--- src/rtl/ps2_keyboard_rx_if.sv ---
// Receiver-to-user bundle for the PS/2 keyboard receiver: raw byte stream,
// error pulses, busy, and the decoded key event.
interface ps2_keyboard_rx_if;
  logic [7:0] rx_data;
  logic       rx_valid;
  logic       rx_parity_err;
  logic       rx_frame_err;
  logic       busy;
  logic [7:0] key_code;
  logic       key_ext;
  logic       key_release;
  logic       key_valid;

  modport master (
    output rx_data, rx_valid, rx_parity_err, rx_frame_err, busy,
    output key_code, key_ext, key_release, key_valid
  );

  modport slave (
    input rx_data, rx_valid, rx_parity_err, rx_frame_err, busy,
    input key_code, key_ext, key_release, key_valid
  );
endinterface

--- src/rtl/ps2_keyboard_rx.sv ---
// PS/2 keyboard receiver: synchronises and deglitches the raw pins, deframes
// 11-bit device-to-host frames and decodes E0/F0 prefixed key events.
module ps2_keyboard_rx #(
  parameter int unsigned FILT_LEN    = 8,
  parameter int unsigned TIMEOUT_CYC = 200_000
) (
  input  logic              clk,
  input  logic              reset,
  input  logic              ps2_clk,
  input  logic              ps2_data,
  ps2_keyboard_rx_if.master rx
);

  localparam int unsigned FILT_W  = $clog2(FILT_LEN + 1);
  localparam int unsigned TO_W    = $clog2(TIMEOUT_CYC + 1);
  localparam int unsigned BYTE_W  = 8;
  localparam int unsigned BCNT_W  = 3;
  localparam logic [BYTE_W-1:0] PREFIX_EXT = 8'hE0;
  localparam logic [BYTE_W-1:0] PREFIX_REL = 8'hF0;

  typedef enum logic [1:0] {
    ST_IDLE,
    ST_DATA,
    ST_PARITY,
    ST_STOP
  } state_e;

  // input path
  logic              clk_s1_q, clk_s1_d, clk_s2_q, clk_s2_d;
  logic              dat_s1_q, dat_s1_d, dat_s2_q, dat_s2_d;
  logic              filt_q, filt_d;
  logic [FILT_W-1:0] filt_cnt_q, filt_cnt_d;
  logic              edge_c;
  logic              bit_c;

  // deframer
  state_e            state_q, state_d;
  logic [BCNT_W-1:0] bit_cnt_q, bit_cnt_d;
  logic [BYTE_W-1:0] shift_q, shift_d;
  logic              parity_q, parity_d;
  logic [TO_W-1:0]   to_cnt_q, to_cnt_d;
  logic              ext_q, ext_d;
  logic              rel_q, rel_d;

  // registered outputs
  logic [BYTE_W-1:0] rx_data_q, rx_data_d;
  logic              rx_valid_q, rx_valid_d;
  logic              perr_q, perr_d;
  logic              ferr_q, ferr_d;
  logic              busy_q, busy_d;
  logic [BYTE_W-1:0] key_code_q, key_code_d;
  logic              key_ext_q, key_ext_d;
  logic              key_rel_q, key_rel_d;
  logic              key_valid_q, key_valid_d;

  // Two-stage synchronisers; the clock line additionally passes a run-length filter.
  always_comb begin
    clk_s1_d   = ps2_clk;
    clk_s2_d   = clk_s1_q;
    dat_s1_d   = ps2_data;
    dat_s2_d   = dat_s1_q;
    filt_d     = filt_q;
    filt_cnt_d = '0;
    if (clk_s2_q != filt_q) begin
      if (filt_cnt_q == FILT_W'(FILT_LEN - 1)) begin
        filt_d = ~filt_q;
      end else begin
        filt_cnt_d = filt_cnt_q + FILT_W'(1);
      end
    end
  end

  assign edge_c = filt_q & ~filt_d;
  assign bit_c  = dat_s2_q;

  // Frame state machine, timeout and key decode.
  always_comb begin
    state_d     = state_q;
    bit_cnt_d   = bit_cnt_q;
    shift_d     = shift_q;
    parity_d    = parity_q;
    to_cnt_d    = '0;
    ext_d       = ext_q;
    rel_d       = rel_q;
    rx_data_d   = rx_data_q;
    rx_valid_d  = 1'b0;
    perr_d      = 1'b0;
    ferr_d      = 1'b0;
    key_code_d  = key_code_q;
    key_ext_d   = key_ext_q;
    key_rel_d   = key_rel_q;
    key_valid_d = 1'b0;

    if (edge_c) begin
      unique case (state_q)
        ST_IDLE: begin
          if (!bit_c) begin
            state_d   = ST_DATA;
            bit_cnt_d = '0;
          end
        end
        ST_DATA: begin
          shift_d   = {bit_c, shift_q[BYTE_W-1:1]};
          bit_cnt_d = bit_cnt_q + BCNT_W'(1);
          if (bit_cnt_q == BCNT_W'(BYTE_W - 1)) begin
            state_d = ST_PARITY;
          end
        end
        ST_PARITY: begin
          parity_d = bit_c;
          state_d  = ST_STOP;
        end
        ST_STOP: begin
          state_d = ST_IDLE;
          if (^{shift_q, parity_q} != 1'b1) begin
            perr_d = 1'b1;
            ext_d  = 1'b0;
            rel_d  = 1'b0;
          end else if (!bit_c) begin
            ferr_d = 1'b1;
            ext_d  = 1'b0;
            rel_d  = 1'b0;
          end else begin
            rx_data_d  = shift_q;
            rx_valid_d = 1'b1;
            if (shift_q == PREFIX_EXT) begin
              ext_d = 1'b1;
            end else if (shift_q == PREFIX_REL) begin
              rel_d = 1'b1;
            end else begin
              key_code_d  = shift_q;
              key_ext_d   = ext_q;
              key_rel_d   = rel_q;
              key_valid_d = 1'b1;
              ext_d       = 1'b0;
              rel_d       = 1'b0;
            end
          end
        end
        default: state_d = ST_IDLE;
      endcase
    end else if (state_q != ST_IDLE) begin
      // A stalled frame is abandoned; the partial byte is never reported.
      if (to_cnt_q == TO_W'(TIMEOUT_CYC - 1)) begin
        state_d = ST_IDLE;
        ferr_d  = 1'b1;
        ext_d   = 1'b0;
        rel_d   = 1'b0;
      end else begin
        to_cnt_d = to_cnt_q + TO_W'(1);
      end
    end

    busy_d = (state_d != ST_IDLE);
  end

  always_ff @(posedge clk) begin
    if (reset) begin
      clk_s1_q    <= 1'b1;
      clk_s2_q    <= 1'b1;
      dat_s1_q    <= 1'b1;
      dat_s2_q    <= 1'b1;
      filt_q      <= 1'b1;
      filt_cnt_q  <= '0;
      state_q     <= ST_IDLE;
      bit_cnt_q   <= '0;
      shift_q     <= '0;
      parity_q    <= 1'b0;
      to_cnt_q    <= '0;
      ext_q       <= 1'b0;
      rel_q       <= 1'b0;
      rx_data_q   <= '0;
      rx_valid_q  <= 1'b0;
      perr_q      <= 1'b0;
      ferr_q      <= 1'b0;
      busy_q      <= 1'b0;
      key_code_q  <= '0;
      key_ext_q   <= 1'b0;
      key_rel_q   <= 1'b0;
      key_valid_q <= 1'b0;
    end else begin
      clk_s1_q    <= clk_s1_d;
      clk_s2_q    <= clk_s2_d;
      dat_s1_q    <= dat_s1_d;
      dat_s2_q    <= dat_s2_d;
      filt_q      <= filt_d;
      filt_cnt_q  <= filt_cnt_d;
      state_q     <= state_d;
      bit_cnt_q   <= bit_cnt_d;
      shift_q     <= shift_d;
      parity_q    <= parity_d;
      to_cnt_q    <= to_cnt_d;
      ext_q       <= ext_d;
      rel_q       <= rel_d;
      rx_data_q   <= rx_data_d;
      rx_valid_q  <= rx_valid_d;
      perr_q      <= perr_d;
      ferr_q      <= ferr_d;
      busy_q      <= busy_d;
      key_code_q  <= key_code_d;
      key_ext_q   <= key_ext_d;
      key_rel_q   <= key_rel_d;
      key_valid_q <= key_valid_d;
    end
  end

  assign rx.rx_data       = rx_data_q;
  assign rx.rx_valid      = rx_valid_q;
  assign rx.rx_parity_err = perr_q;
  assign rx.rx_frame_err  = ferr_q;
  assign rx.busy          = busy_q;
  assign rx.key_code      = key_code_q;
  assign rx.key_ext       = key_ext_q;
  assign rx.key_release   = key_rel_q;
  assign rx.key_valid     = key_valid_q;

endmodule

--- src/flat_wrapper.sv ---
// flat-port wrapper written by rule: the top's interface ports become plain ports
module ps2_keyboard_rx_flat 
#(
  parameter int unsigned FILT_LEN    = 8,
  parameter int unsigned TIMEOUT_CYC = 200_000
)
  (clk, reset, ps2_clk, ps2_data, rx_rx_data, rx_rx_valid, rx_rx_parity_err, rx_rx_frame_err, rx_busy, rx_key_code, rx_key_ext, rx_key_release, rx_key_valid);
  ps2_keyboard_rx_if rx_i ();
  input  logic clk;
  input  logic reset;
  input  logic ps2_clk;
  input  logic ps2_data;
  output wire logic [$bits(rx_i.rx_data)-1:0] rx_rx_data;
  output wire logic [$bits(rx_i.rx_valid)-1:0] rx_rx_valid;
  output wire logic [$bits(rx_i.rx_parity_err)-1:0] rx_rx_parity_err;
  output wire logic [$bits(rx_i.rx_frame_err)-1:0] rx_rx_frame_err;
  output wire logic [$bits(rx_i.busy)-1:0] rx_busy;
  output wire logic [$bits(rx_i.key_code)-1:0] rx_key_code;
  output wire logic [$bits(rx_i.key_ext)-1:0] rx_key_ext;
  output wire logic [$bits(rx_i.key_release)-1:0] rx_key_release;
  output wire logic [$bits(rx_i.key_valid)-1:0] rx_key_valid;
  assign rx_rx_data = rx_i.rx_data;
  assign rx_rx_valid = rx_i.rx_valid;
  assign rx_rx_parity_err = rx_i.rx_parity_err;
  assign rx_rx_frame_err = rx_i.rx_frame_err;
  assign rx_busy = rx_i.busy;
  assign rx_key_code = rx_i.key_code;
  assign rx_key_ext = rx_i.key_ext;
  assign rx_key_release = rx_i.key_release;
  assign rx_key_valid = rx_i.key_valid;
  ps2_keyboard_rx #(.FILT_LEN(FILT_LEN), .TIMEOUT_CYC(TIMEOUT_CYC)) u_core (.clk(clk), .reset(reset), .ps2_clk(ps2_clk), .ps2_data(ps2_data), .rx(rx_i));
endmodule
--- config.mk ---
export PLATFORM = sky130hd
export DESIGN_NAME = ps2_keyboard_rx_flat
export DESIGN_NICKNAME = d
export VERILOG_FILES = /design/src/rtl/ps2_keyboard_rx_if.sv /design/src/rtl/ps2_keyboard_rx.sv /design/src/flat_wrapper.sv
export SDC_FILE = /design/constraint.sdc
export NUM_CORES = 1
export LEC_CHECK = 0
export CORE_ASPECT_RATIO = 1.75
export CORE_MARGIN = 5
export CORE_UTILIZATION = 53
export CTS_BUF_LIST = sky130_fd_sc_hd__clkbuf_8
export CTS_CLUSTER_DIAMETER = 60
export CTS_CLUSTER_SIZE = 28
export DETAILED_ROUTE_END_ITERATION = 10
export GPL_TIMING_DRIVEN = 0
export MAX_ROUTING_LAYER = met4
export PLACE_DENSITY = 0.77
export SYNTH_ARGS = -nofsm -noshare
export SYNTH_HDL_FRONTEND = slang
export SYNTH_SLANG_ARGS = --single-unit
--- constraint.sdc ---
create_clock -name clk -period 2.2 [get_ports clk]
set_clock_uncertainty 0.2 [all_clocks]
set_input_delay 0.55 -clock clk [delete_from_list [all_inputs] [get_ports clk]]
set_output_delay 0.55 -clock clk [all_outputs]
set_load 0.005 [all_outputs]
Word-level counts from Yosys, hierarchy flattened:

Index checks and enable logic that the tools add are counted.

* bitwise gates (word level): 11
* reductions and logical operators: 19
* $add $sub $neg: 3
* muxes and demuxes: 33
* equality and inequality tests: 13

Operators by type and width (number)
* 1-bit two-way mux: 25
* 18-bit by 1-bit adder with 18-bit output, second input constant: 1
* 18-bit == test, second input constant: 1
* 8-bit == test, second input constant: 2
* 4-bit AND reduction: 3
* 2-bit two-way mux: 5
* 1-bit NOT: 10
* 2-bit nonzero test: 5
* 9-bit XOR reduction: 1
* 2-bit one-hot mux with 4 select lines: 1
* 4-bit OR reduction: 2
* 3-bit one-hot mux with 2 select lines: 1
* 6-bit AND reduction: 1
* 3-bit OR reduction: 2
* 6-bit OR reduction: 1
* 5-bit != test, second input constant: 1
* 4-bit by 1-bit adder with 4-bit output, second input constant: 1
* 2-bit == test, second input constant: 2
* 4-bit by 3-bit == test with 1-bit output, second input constant: 1
* 2-bit != test, second input constant: 2
* 4-bit != test, second input constant: 1
* 2-bit AND reduction: 2
* 3-bit by 1-bit adder with 3-bit output, second input constant: 1
* 3-bit == test, second input constant: 1
* other kinds (6): 6

* word-level logic and storage cells: 101
* output and inout port bits: 23
* bits in registers: 66
* input bits: 4

Depth between registers and ports, before layout:

* depth in word-level cells: 7
* gate-level depth with buffers: 9
* mapped depth without buffers: 6

Least setup slack after synthesis:

OpenSTA, ideal clock, no wires.

* path kind: register to register
* from: register u_core.filt_cnt_q[0]
* to: register u_core.ext_q
* cell stages (with the launch flop): 9
* setup slack: -0.079 ns
* clock period less this slack: 2.279 ns
* data arrival time: 1.948 ns
* required time: 1.869 ns
* path through: dfxtp_1 -> ha_1 -> and3b_1 -> buf_6 -> and2_4 -> buf_6 -> or4_4 -> a211oi_2 -> o22ai_1

* word-level cells in the longest chain between the ends: 7

RTL lines
* start: declaration: line ps2_keyboard_rx.sv:32 `logic [FILT_W-1:0] filt_cnt_q, filt_cnt_d;`
* start signal: assignment: line ps2_keyboard_rx.sv:187 `filt_cnt_q <= filt_cnt_d;`
* 4-bit by 3-bit == test with 1-bit output *: line ps2_keyboard_rx.sv:65 `if (filt_cnt_q == FILT_W'(FILT_LEN - 1)) begin`
* 1-bit two-way mux *: line ps2_keyboard_rx.sv:65
* 1-bit two-way mux *: line ps2_keyboard_rx.sv:64 `if (clk_s2_q != filt_q) begin`
* 1-bit NOT *: line ps2_keyboard_rx.sv:73 `assign edge_c = filt_q & ~filt_d;`
* 1-bit AND *: line ps2_keyboard_rx.sv:73
* 5-bit != test (no source line) (tied with other cells)
* 4-bit AND reduction (no source line)
* end signal: assignment: line ps2_keyboard_rx.sv:193 `ext_q <= ext_d;`
* end: declaration: line ps2_keyboard_rx.sv:42 `logic ext_q, ext_d;`

Mark *: on every way between the ends. The rest lies on a longest branch, timed or not.
A chain may end at the register's enable or synchronous reset.

Worst setup path after layout:

* from: register u_core.to_cnt_q[10]
* to: register u_core.rel_q

* word-level cells in the longest chain between the ends: 3

RTL lines
* start: declaration: line ps2_keyboard_rx.sv:41 `logic [TO_W-1:0] to_cnt_q, to_cnt_d;`
* start signal: assignment: line ps2_keyboard_rx.sv:192 `to_cnt_q <= to_cnt_d;`
* 18-bit == test: line ps2_keyboard_rx.sv:144 `if (to_cnt_q == TO_W'(TIMEOUT_CYC - 1)) begin`
* 2-bit nonzero test (no source line)
* 4-bit AND reduction (no source line)
* end signal: assignment: line ps2_keyboard_rx.sv:194 `rel_q <= rel_d;`
* end: declaration: line ps2_keyboard_rx.sv:43 `logic rel_q, rel_d;`

No other way between the ends.

==> metrics.md <==
| Metric | Value |
|---|---|
| Status | `completed` |
| Via count | `2250` |
| Reg2reg end | `u_core.rel_q$_SDFFE_PP0P_` |
| DR DRC count | `0` |
| Clk buf depth | `2` |
| Crit Path Category | `register to register` |
| Most common cell in the synthesized netlist | `dfxtp_1` |
| Hold EP | `u_core.bit_c$_SDFF_PP1_` |
| Die Y | `about 110 um` |
| ANT cells | `0` |
| Clock slew at reported path FFs | `about 0.070 ns` |
| Area growth syn-to-layout | `25.20%` |
| Top cell type's share of synthesized area | `between 40% and 50%` |
| CTS sink cnt | `66` |
| Slew margin rel. | `between 70% and 80%` |
| Netlist Area Pre-Place | `~3000 um^2` |
| Critical Path RT | `2.23 ns` |
| Largest family of logic cells by synthesized area | `simple AND/OR/NAND/NOR gates` |
| Post-synthesis mux area share | `about 6.9%` |
| Hold Startpoint | `u_core.dat_s1_q$_SDFF_PP1_` |
| Period utilisation layout | `approximately 100%` |
| Power Density | `about 640 nW/um^2` |
| Slew Viols, Final | `0` |
| Initial antenna violation count | `0` |
| Clock Latency Late Sink | `0.35 ns` |
| Reg area | `between 1000 and 1500 um^2` |
| Total track usage | `19.43%` |
| Final Non-Filler Cells | `about 430` |
| Setup TNS | `0 ns` |
| GRT overflow | `0` |
| Hold Crit Class | `register to register` |
| Global-route wire length before repair | `slightly above 10000 um` |
| Ys async rst share | `0%` |
| CP startpoint kind | `register` |
| Hpwl dp | `roughly 4100 um` |
| Routability Congestion | `about 0.89` |
| Hold depth | `1` |
| CTS tree | `yes` |
| Adder-cell area share of the yosys netlist | `under 10%` |
| Max Freq | `approximately 460 MHz` |
| Largest net degree at the start of global routing | `11` |
| Post-synth top flop | `dfxtp_1` |
| Buffers on Ports | `25` |
| Worst reg2reg startpoint | `u_core.to_cnt_q[10]$_SDFF_PP0_` |
| Max VDD drop | `~0.54 mV` |
| Count of final hold-check violations | `0` |
| Synth Area in Simple Gates | `25.67%` |
| Top-Level Pins | `27` |
| Top cells by area, synth | `dfxtp_1 45%, mux2i_1 6.1%, nor2_1 5.1%, xor2_1 3.6%, xnor2_1 3.3%` |
| Final WL | `6056 um` |
| Vias/cell | `between 5 and 6` |
| WP data arrival | `about 2.2 ns` |
| Dpl cells | `408` |
| Synth Area per Inst | `about 9.6 um^2` |
| Post-synth EDFFs | `0` |
| Worst Reg2Reg Path Length in Cells | `5` |
| Worst reg-to-reg setup slack | `approximately 0.022 ns` |
| Area of the multi-input gates | `1535 um^2` |
| Leakage power | `between 1 and 1.5 nW` |
| Initial Util | `53.76%` |
| CTS buffer count | `9` |
| Yosys reg bits | `between 60 and 70` |
| First-pass DRT Iterations | `4` |
| Post-layout min period | `approximately 2.2 ns` |
| Core area | `between 5000 and 6000 um^2` |
| DIE AREA | `between 7000 and 8000 um^2` |
| Row count | `36` |
| Yosys cell types | `52` |
| Syn Nets | `around 320` |
| Fill cell count | `460` |
| WL/cell | `14.12 um` |
| H-tree depth | `3` |
| Critical Path Sink Type | `register` |
| Sequential fraction of the synthesis area | `44.73%` |
| DRT iter0 DRCs | `164` |
| Critical path peak fanout | `5` |
| MaxCap Viol Count | `0` |
| Synth top cells by count | `66 x dfxtp_1, 40 x nor2_1, 21 x nand2_1, 18 x mux2i_1, 15 x nand4_1` |
| Vias in the first global route | `around 2.3k` |
| Synth warn | `0` |
| Least-Margin Pin Slew | `0.4463 ns` |
| Synth Instances | `between 300 and 400` |
| Die Width | `between 60 and 70 um` |
| XOR/XNOR Fraction of Synth Area | `9.191%` |
| Layout net count | `357` |
| Post-DRT Antenna Nets | `0` |
| Complex-gate fraction of the synthesized area | `under 10%` |
| Area leader, netlist | `dfxtp_1` |
| Share of post-route cells with drive strength above 1 | `around a fifth` |
| Final setup violation count | `0` |
| Root buf cell | `clkbuf_8` |
[registers in the layout, indices dropped and copies added (netlist names), 2 cells and up]
name                flops
u_core.state_q          2
u_core.rx.rx_data       8
u_core.bit_cnt_q        3
u_core.rx.key_code      8
u_core.filt_cnt_q       4
u_core.to_cnt_q        18
u_core.shift_q          8
[cell families (layout without fill, tap and decap cells)]
logic type               Yosys count  in the layout
multiplexers                      19             19
buffers and inverters             31             77
AND/OR/NAND/NOR                  134            134
AO/OA/AOI/OAI                     27             27
XOR/XNOR                          26             26
flip-flops                        66             66
adder cells (fa/ha/maj)            4              4
[worst max-delay path, cell delays in order, from the launching register on]
cell and delay (ns):
dfxtp_1 0.44, nor4b_1 0.36, nand2_1 0.12, or4_4 0.60
a211oi_4 0.24, o22ai_1 0.11
[cell type report]
cell class / count / share of cell area, %
tap: 76 / 2.571
clock buffer: 11 / 4.093
multi-input combinational: 210 / 41.51
sequential: 66 / 36.23
buffer: 15 / 2.706
timing repair buffer: 36 / 9.946
clock inverter: 4 / 1.827
inverter: 11 / 1.116
[where the power goes]
| group | total (mW) | leakage, nW | internal, mW | switching, mW |
|---|---|---|---|---|
| clock network | 1.12 | 0.118 | 0.685 | 0.433 |
| registers | 1.20 | 0.539 | 1.20 | 0.00208 |
| logic | 0.0342 | 0.653 | 0.0116 | 0.0226 |
| total | 2.35 | 1.31 | 1.89 | 0.458 |
[placed cells by master (no fill, tap or decap), types with 2 or more instances in the layout]
cell and count:
nor2_1 40, nor2_4 8, nand4_1 15, or4_4 3, and3_1 7, buf_6 2, mux2i_1 18, bufinv_16 2
nand2_1 20, dfxtp_1 53, buf_12 2, o21ai_0 2, clkdlybuf4s50_1 25, nor2_2 2, a21oi_1 6, ha_1 2
o21ai_1 7, nand3_1 8, or2_2 4, nor2b_1 3, and2_1 2, nand4b_1 3, o22ai_1 2, xor2_1 12
nor4b_1 2, ha_4 2, clkbuf_1 6, inv_1 12, nor3_1 5, buf_2 3, o21a_1 2, buf_4 10
dfxtp_2 12, a32o_1 2, nor4_1 2, clkbuf_8 11, clkbuf_2 2, xnor2_1 11
[how the worst max path moves through the flow]
stage                                          from                         to  slack [ns]  depth (start not counted)
floorplan           u_core.filt_cnt_q[0]$_SDFF_PP0_  u_core.ext_q$_SDFFE_PP0P_       0.004                          8
global placement      u_core.to_cnt_q[0]$_SDFF_PP0_  u_core.ext_q$_SDFFE_PP0P_       -0.10                          6
detailed placement  u_core.filt_cnt_q[1]$_SDFF_PP0_  u_core.ext_q$_SDFFE_PP0P_       -0.14                          8
CTS                   u_core.to_cnt_q[8]$_SDFF_PP0_  u_core.rel_q$_SDFFE_PP0P_      -0.005                          5
global route         u_core.to_cnt_q[10]$_SDFF_PP0_  u_core.rel_q$_SDFFE_PP0P_       -0.05                          5
finish               u_core.to_cnt_q[10]$_SDFF_PP0_  u_core.rel_q$_SDFFE_PP0P_        0.02                          5
[layer usage]
| metal | GRT usage [%] | vias up | wire length (um) |
|---|---|---|---|
| li1 | - | 1137 | - |
| met1 | 18.22 | 1062 | 2348 |
| met2 | 34.19 | 39 | 3301 |
| met3 | 5.155 | 12 | 227 |
| met4 | 12.06 | 0 | 179 |
| met5 | - | - | 0 |
[repair_timing]
| action | 4_1_cts | 5_1_grt |
|---|---|---|
| setup buffers | 6 | 3 |
| gates cloned | 2 | 0 |
| pin swaps | 5 | 4 |
| gates resized for setup | 15 | 18 |
| endpoints found under the setup margin | 16 | 26 |
| hold buffers | 0 | 0 |
[stage by stage]
stage | util, % | power, mW | setup WS (ns) | instance area [um^2] | hold WS (ns)
6_report | 67.30 | 2.352 | 0.02192 | 3699 | 0.2104
5_1_grt | 67.30 | 2.438 | -0.05374 | 3699 | 0.2432
4_1_cts | 65.85 | 2.371 | -0.004842 | 3618 | 0.2122
3_5_place_dp | 60.09 | 1.260 | -0.1353 | 3302 | 0.1965
3_3_place_gp | 60.09 | 1.260 | -0.1031 | 3302 | 0.1951
2_1_floorplan | - | 1.249 | 0.004357 | 2957 | 0.1895
(Power assumes the default switching activity.)
